## config.mk

```make
export PLATFORM = sky130hd
export DESIGN_NAME = mips32_program_loader
export DESIGN_NICKNAME = d
export VERILOG_FILES = /design/src/rtl/mips32_program_loader.sv
export SDC_FILE = /design/constraint.sdc
export NUM_CORES = 1
export LEC_CHECK = 0
export CAP_MARGIN = 20
export CORE_MARGIN = 3
export CORE_UTILIZATION = 57
export CTS_CLUSTER_SIZE = 10
export DETAILED_ROUTE_END_ITERATION = 10
export DONT_BUFFER_PORTS = 1
export HOLD_SLACK_MARGIN = 0.03
export PLACE_DENSITY = 0.86
export SYNTH_ARGS = -nofsm -noshare
export SYNTH_HDL_FRONTEND = slang
export SYNTH_SLANG_ARGS = --single-unit
```

## constraint.sdc

```tcl
create_clock -name clk -period 1.85 [get_ports clk]
set_input_delay 0 -clock clk [delete_from_list [all_inputs] [get_ports clk]]
set_output_delay 0 -clock clk [all_outputs]
set_load 0.01 [all_outputs]
```

## src/rtl/mips32_program_loader.sv

```systemverilog
// Host-side boot/debug loader for the MIPS32 pipelined core: loads Mem,
// launches the core at a PC, waits for HLT, and streams Mem back out.
module mips32_program_loader #(
    parameter int ADDR_W  = 10,
    parameter int TIMEOUT = 4096,
    parameter int TO_W    = 13
) (
    input  logic              clk,
    input  logic              rst,
    input  logic [31:0]       in_data,
    input  logic              in_valid,
    output logic              in_ready,
    output logic [31:0]       out_data,
    output logic              out_valid,
    input  logic              out_ready,
    output logic              mem_we,
    output logic              mem_re,
    output logic [ADDR_W-1:0] mem_addr,
    output logic [31:0]       mem_wdata,
    input  logic [31:0]       mem_rdata,
    output logic              core_hold,
    output logic              core_start,
    output logic [ADDR_W-1:0] core_pc,
    input  logic              core_halted,
    output logic              busy,
    output logic              err_timeout
);

    typedef enum logic [2:0] {
        S_IDLE,
        S_LOAD,
        S_RUN,
        S_DRD,
        S_DCAP,
        S_DOUT
    } state_t;

    localparam logic [TO_W-1:0] TO_LAST = TO_W'(TIMEOUT - 1);

    state_t            state_q, state_d;
    logic [ADDR_W-1:0] addr_q, addr_d;
    logic [9:0]        rem_q, rem_d;
    logic [TO_W-1:0]   to_q, to_d;
    logic              we_q, we_d;
    logic [ADDR_W-1:0] waddr_q, waddr_d;
    logic [31:0]       wdata_q, wdata_d;
    logic [31:0]       odata_q, odata_d;
    logic              ovalid_q, ovalid_d;
    logic [ADDR_W-1:0] pc_q, pc_d;
    logic              err_q, err_d;

    logic [1:0]        hdr_op;
    logic [9:0]        hdr_cnt;
    logic [ADDR_W-1:0] hdr_arg;
    logic              unused_hdr;

    assign hdr_op     = in_data[31:30];
    assign hdr_cnt    = in_data[29:20];
    assign hdr_arg    = in_data[ADDR_W-1:0];
    assign unused_hdr = ^in_data[19:ADDR_W];

    // A LOAD sits in S_LOAD with rem_q==0 for its final write cycle.
    assign in_ready = !rst && ((state_q == S_IDLE) ||
                               (state_q == S_LOAD && rem_q != 10'd0));

    assign mem_we      = we_q;
    assign mem_re      = (state_q == S_DRD);
    assign mem_addr    = (state_q == S_DRD) ? addr_q : waddr_q;
    assign mem_wdata   = wdata_q;
    assign out_data    = odata_q;
    assign out_valid   = ovalid_q;
    assign core_hold   = (state_q != S_RUN);
    assign core_start  = (state_q == S_RUN) && (to_q == '0);
    assign core_pc     = pc_q;
    assign busy        = (state_q != S_IDLE);
    assign err_timeout = err_q;

    always_comb begin
        state_d  = state_q;
        addr_d   = addr_q;
        rem_d    = rem_q;
        to_d     = to_q;
        we_d     = 1'b0;
        waddr_d  = waddr_q;
        wdata_d  = wdata_q;
        odata_d  = odata_q;
        ovalid_d = ovalid_q;
        pc_d     = pc_q;
        err_d    = err_q;
        unique case (state_q)
            S_IDLE: begin
                if (in_valid) begin
                    unique case (hdr_op)
                        2'b01: begin
                            if (hdr_cnt != 10'd0) begin
                                addr_d  = hdr_arg;
                                rem_d   = hdr_cnt;
                                state_d = S_LOAD;
                            end
                        end
                        2'b10: begin
                            pc_d    = hdr_arg;
                            err_d   = 1'b0;
                            to_d    = '0;
                            state_d = S_RUN;
                        end
                        2'b11: begin
                            if (hdr_cnt != 10'd0) begin
                                addr_d  = hdr_arg;
                                rem_d   = hdr_cnt;
                                state_d = S_DRD;
                            end
                        end
                        default: ;
                    endcase
                end
            end
            S_LOAD: begin
                if (rem_q == 10'd0) begin
                    state_d = S_IDLE;
                end else if (in_valid) begin
                    we_d    = 1'b1;
                    waddr_d = addr_q;
                    wdata_d = in_data;
                    addr_d  = addr_q + 1'b1;
                    rem_d   = rem_q - 10'd1;
                end
            end
            S_RUN: begin
                to_d = to_q + 1'b1;
                // Halt beats timeout; the first cycle's HALTED is stale.
                if (to_q != '0 && core_halted) begin
                    state_d = S_IDLE;
                end else if (to_q == TO_LAST) begin
                    err_d   = 1'b1;
                    state_d = S_IDLE;
                end
            end
            S_DRD: state_d = S_DCAP;
            S_DCAP: begin
                odata_d  = mem_rdata;
                ovalid_d = 1'b1;
                state_d  = S_DOUT;
            end
            S_DOUT: begin
                if (out_ready) begin
                    ovalid_d = 1'b0;
                    addr_d   = addr_q + 1'b1;
                    rem_d    = rem_q - 10'd1;
                    state_d  = (rem_q == 10'd1) ? S_IDLE : S_DRD;
                end
            end
            default: state_d = S_IDLE;
        endcase
    end

    always_ff @(posedge clk) begin
        if (rst) begin
            state_q  <= S_IDLE;
            addr_q   <= '0;
            rem_q    <= '0;
            to_q     <= '0;
            we_q     <= 1'b0;
            waddr_q  <= '0;
            wdata_q  <= '0;
            odata_q  <= '0;
            ovalid_q <= 1'b0;
            pc_q     <= '0;
            err_q    <= 1'b0;
        end else begin
            state_q  <= state_d;
            addr_q   <= addr_d;
            rem_q    <= rem_d;
            to_q     <= to_d;
            we_q     <= we_d;
            waddr_q  <= waddr_d;
            wdata_q  <= wdata_d;
            odata_q  <= odata_d;
            ovalid_q <= ovalid_d;
            pc_q     <= pc_d;
            err_q    <= err_d;
        end
    end

endmodule

```

==> impl_metrics.yaml <==
timing:
  setup_viol: 18
  rsz0062_at_grt: "yes"
  fmax_mhz: 521
  maxSlewViolCount: 0
  final-hold-violation-count: 110
  tightest_slew_ns: 0.512
  period_needed_ns: 1.92
  tns_ns: -0.676
  relSlewSlack_pct: 65.9
  finClkSkew_ns: 0.00658
  fin_ws_ns: -0.0677
  fin_crit_sh_pct: 104
  hold-worst-slack_ns: -0.440
clock_tree:
  numCtsBuffers: 17
  cts_hold_buf: 2
  cts_root_buf: "clkbuf_8"
  clkSlewWorstSetupHoldPaths_ns: 0.06
  tritoncts: "done"
  clk_latency_ns: 0.52
  cts_buffer_depth: 2
  htreeDepth: 4
  clock_sinks: 123
floorplanning:
  io_pins: 161
  row_count: 35
  die-area_um2: 10800
  die_w_um: 104
  core-area_um2: 9280
  die_h_um: 104
  start_util_pct: 58.7
route:
  dr.pass1.iters: 5
  vias: 4708
  drc: 0
  finalWirelength_um: 13300
  viasPerCell: 5.82
  wire_per_inst_um: 16.4
  drtAntennaViolNets: 0
  drt_iter0_drc: 330
global_routing:
  gr-total-overflow: 0
  grt_pass1_vias: 4602
  grt_max_degree: 117
  antenna_found_initial: 0
  grt_first_pass_wirelength_um: 21900
  grt_use_total_pct: 24.4
final_layout:
  drive_gt1_share_pct: 17.1
  syn_to_final_growth_pct: 17.4
  final_area_um2: 6400
  n_fill_cell: 738
  diodes: 0
  final_net_count: 747
  final_cells: 809
outcome:
  violations: "negative hold slack, negative setup slack"
  outcome: "finished, violations left"
placed_design:
  place_inst: 768
  port_buffers: 0
  placed_area_um2: 5690
  hpwlAfterDp_um: 8840
  place.gp.congestion: 0.879
critical_path:
  timing.critical_path.buf_inv: 1
  cpPeakStageDelay_ns: 0.41
  cp.arrival_ns: 2.31
  worstSetupStartpointType: "flip-flop"
  cp.required_ns: 2.24
  path_max_fanout: 22
  slowest_stage: "or4bb_1"
  path_delay_family: "simple AND/OR/NAND/NOR gates"
  path_cells: "inv_2 > ha_4 > or4bb_1 > or2_4 > o211a_4 > a21oi_2 > a211oi_2"
  crit_type: "reg -> reg"
  end_kind: "flip-flop"
yosys:
  avgSynthCellArea_um2: 8.36
  syn_area_um2: 5450
  synthCells: 652
  yosysSeqAreaShare_pct: 45.2
  synth_enable_flop_cells: 0
  synth.distinct_cells: 61
  async_flop_share_pct: 0
  ys_seq_elements: 123
  syn_nets: 731
  synthFlopType: "dfxtp_1"
  yosysWarnings: 0
pwr:
  powerDensity_nw_per_um2: 1250
  switching_share_pct: 31.7
  clockPowerShare_pct: 37.5
  pwr-share-seq_pct: 38.6
  p_total_mw: 8.00
  p_int_mw: 5.47
  vdd_drop_max_mv: 0.800
  switchingPower_mw: 2.53
  combinationalPowerShare_pct: 23.8
  p_leak_nw: 2.32
min_path:
  hp-class: "in -> reg"
flow_run:
  cap_violations: 0
==> area by class of cell <==
class | instances | area (um^2) | share of cell area, %
tap | 129 | 161 | 2.52
timing repair buffer | 39 | 352 | 5.49
sequential | 123 | 2470 | 38.5
inverter | 10 | 42.5 | 0.665
multi-input combinational | 477 | 2840 | 44.3
clock inverter | 13 | 121 | 1.90
clock buffer | 18 | 418 | 6.53
==> sequential cells by signal, summed over array words and instances, names as in the netlist <==
| signal | flops |
|---|---|
| rem_q | 10 |
| waddr_q | 10 |
| err_timeout | 1 |
| out_valid | 1 |
| out_data | 32 |
| mem_wdata | 32 |
| core_pc | 10 |
| addr_q | 10 |
| to_q | 13 |
| mem_we | 1 |
| state_q | 3 |
==> path summary, 6_finish.rpt <==
kind                                 from                         to  slack [ns]  cells after the start
setup / recovery    rem_q[1]$_SDFFE_PP0P_     addr_q[6]$_SDFFE_PP0P_       -0.07                      7
hold / removal                        rst  out_data[30]$_SDFFE_PP0P_       -0.44                      1
setup reg to reg    rem_q[1]$_SDFFE_PP0P_     addr_q[6]$_SDFFE_PP0P_       -0.07                      7
hold reg to reg   waddr_q[6]$_SDFFE_PP0P_    waddr_q[6]$_SDFFE_PP0P_        0.49                      2
==> routing by layer <==
layer  share of wire, %  track usage [%]  vias up
met5                  0                0        -
met4                1.7             8.36        0
met3                8.0             8.72       24
met2                 49             40.6      198
met1                 41             29.4     2223
li1                   -                -     2263
==> cells in the final DEF (no fill, tap or decap), drive strengths merged, types with 8 or more instances in the layout <==
cell type,instances
nand2,132
o21ai,24
ha,10
mux2,10
clkbuf,18
nor2,78
nor3,8
buf,37
a21oi,69
mux2i,42
dfxtp,123
inv,13
nand3,17
==> logic make-up after synthesis <==
family | after synthesis | synth area share, %
xor+xnor | 11 | 1.77
mux | 52 | 9.78
buf+inv | 52 | 4.38
flops | 123 | 45.2
fa+ha+maj | 10 | 2.30
simple gates | 277 | 22.3
compound gates | 127 | 14.3
==> cells in the mapped netlist, drive strengths merged (7+ instances only) <==
| library cell | n | area (um^2) |
|---|---|---|
| mux2i | 42 | 420 |
| nor3 | 8 | 45.0 |
| mux2 | 10 | 113 |
| buf | 14 | 96.3 |
| xor2 | 7 | 61.3 |
| a21oi | 69 | 360 |
| ha | 10 | 125 |
| nor2 | 78 | 293 |
| inv | 10 | 37.5 |
| dfxtp | 123 | 2460 |
| nand3 | 17 | 85.1 |
| clkbuf | 28 | 105 |
| o21ai | 24 | 131 |
| nand2 | 132 | 495 |
==> power groups by stage <==
stage / sequential, mW / combinational, mW / clock (mW)
after global routing: 3.12 / 2.08 / 3.17
after CTS: 3.08 / 1.79 / 3.05
after floorplan: 3.09 / 1.27 / 0
after global placement: 3.12 / 1.63 / 0
final: 3.09 / 1.91 / 3.00
after detailed placement: 3.13 / 1.69 / 0
==> per-stage QoR <==
step / worst slack [ns] / util [%]
5_1_grt: -0.172 / 68.9
6_report: -0.0677 / 68.9
3_5_place_dp: -0.0936 / 61.3
4_1_cts: -0.0575 / 67.9
2_1_floorplan: -0.0185 / -
3_3_place_gp: -0.0236 / 61.3
==> what timing repair did <==
| item | CTS | global route |
|---|---|---|
| endpoints found under the setup margin | 35 | 69 |
| cloned | 0 | 1 |
| setup buffers | 2 | 5 |
| hold endpoints to repair | 115 | 110 |
| pin swaps | 3 | 5 |
| gates resized for setup | 21 | 13 |
No activity file was read; power rests on OpenSTA's default activity.
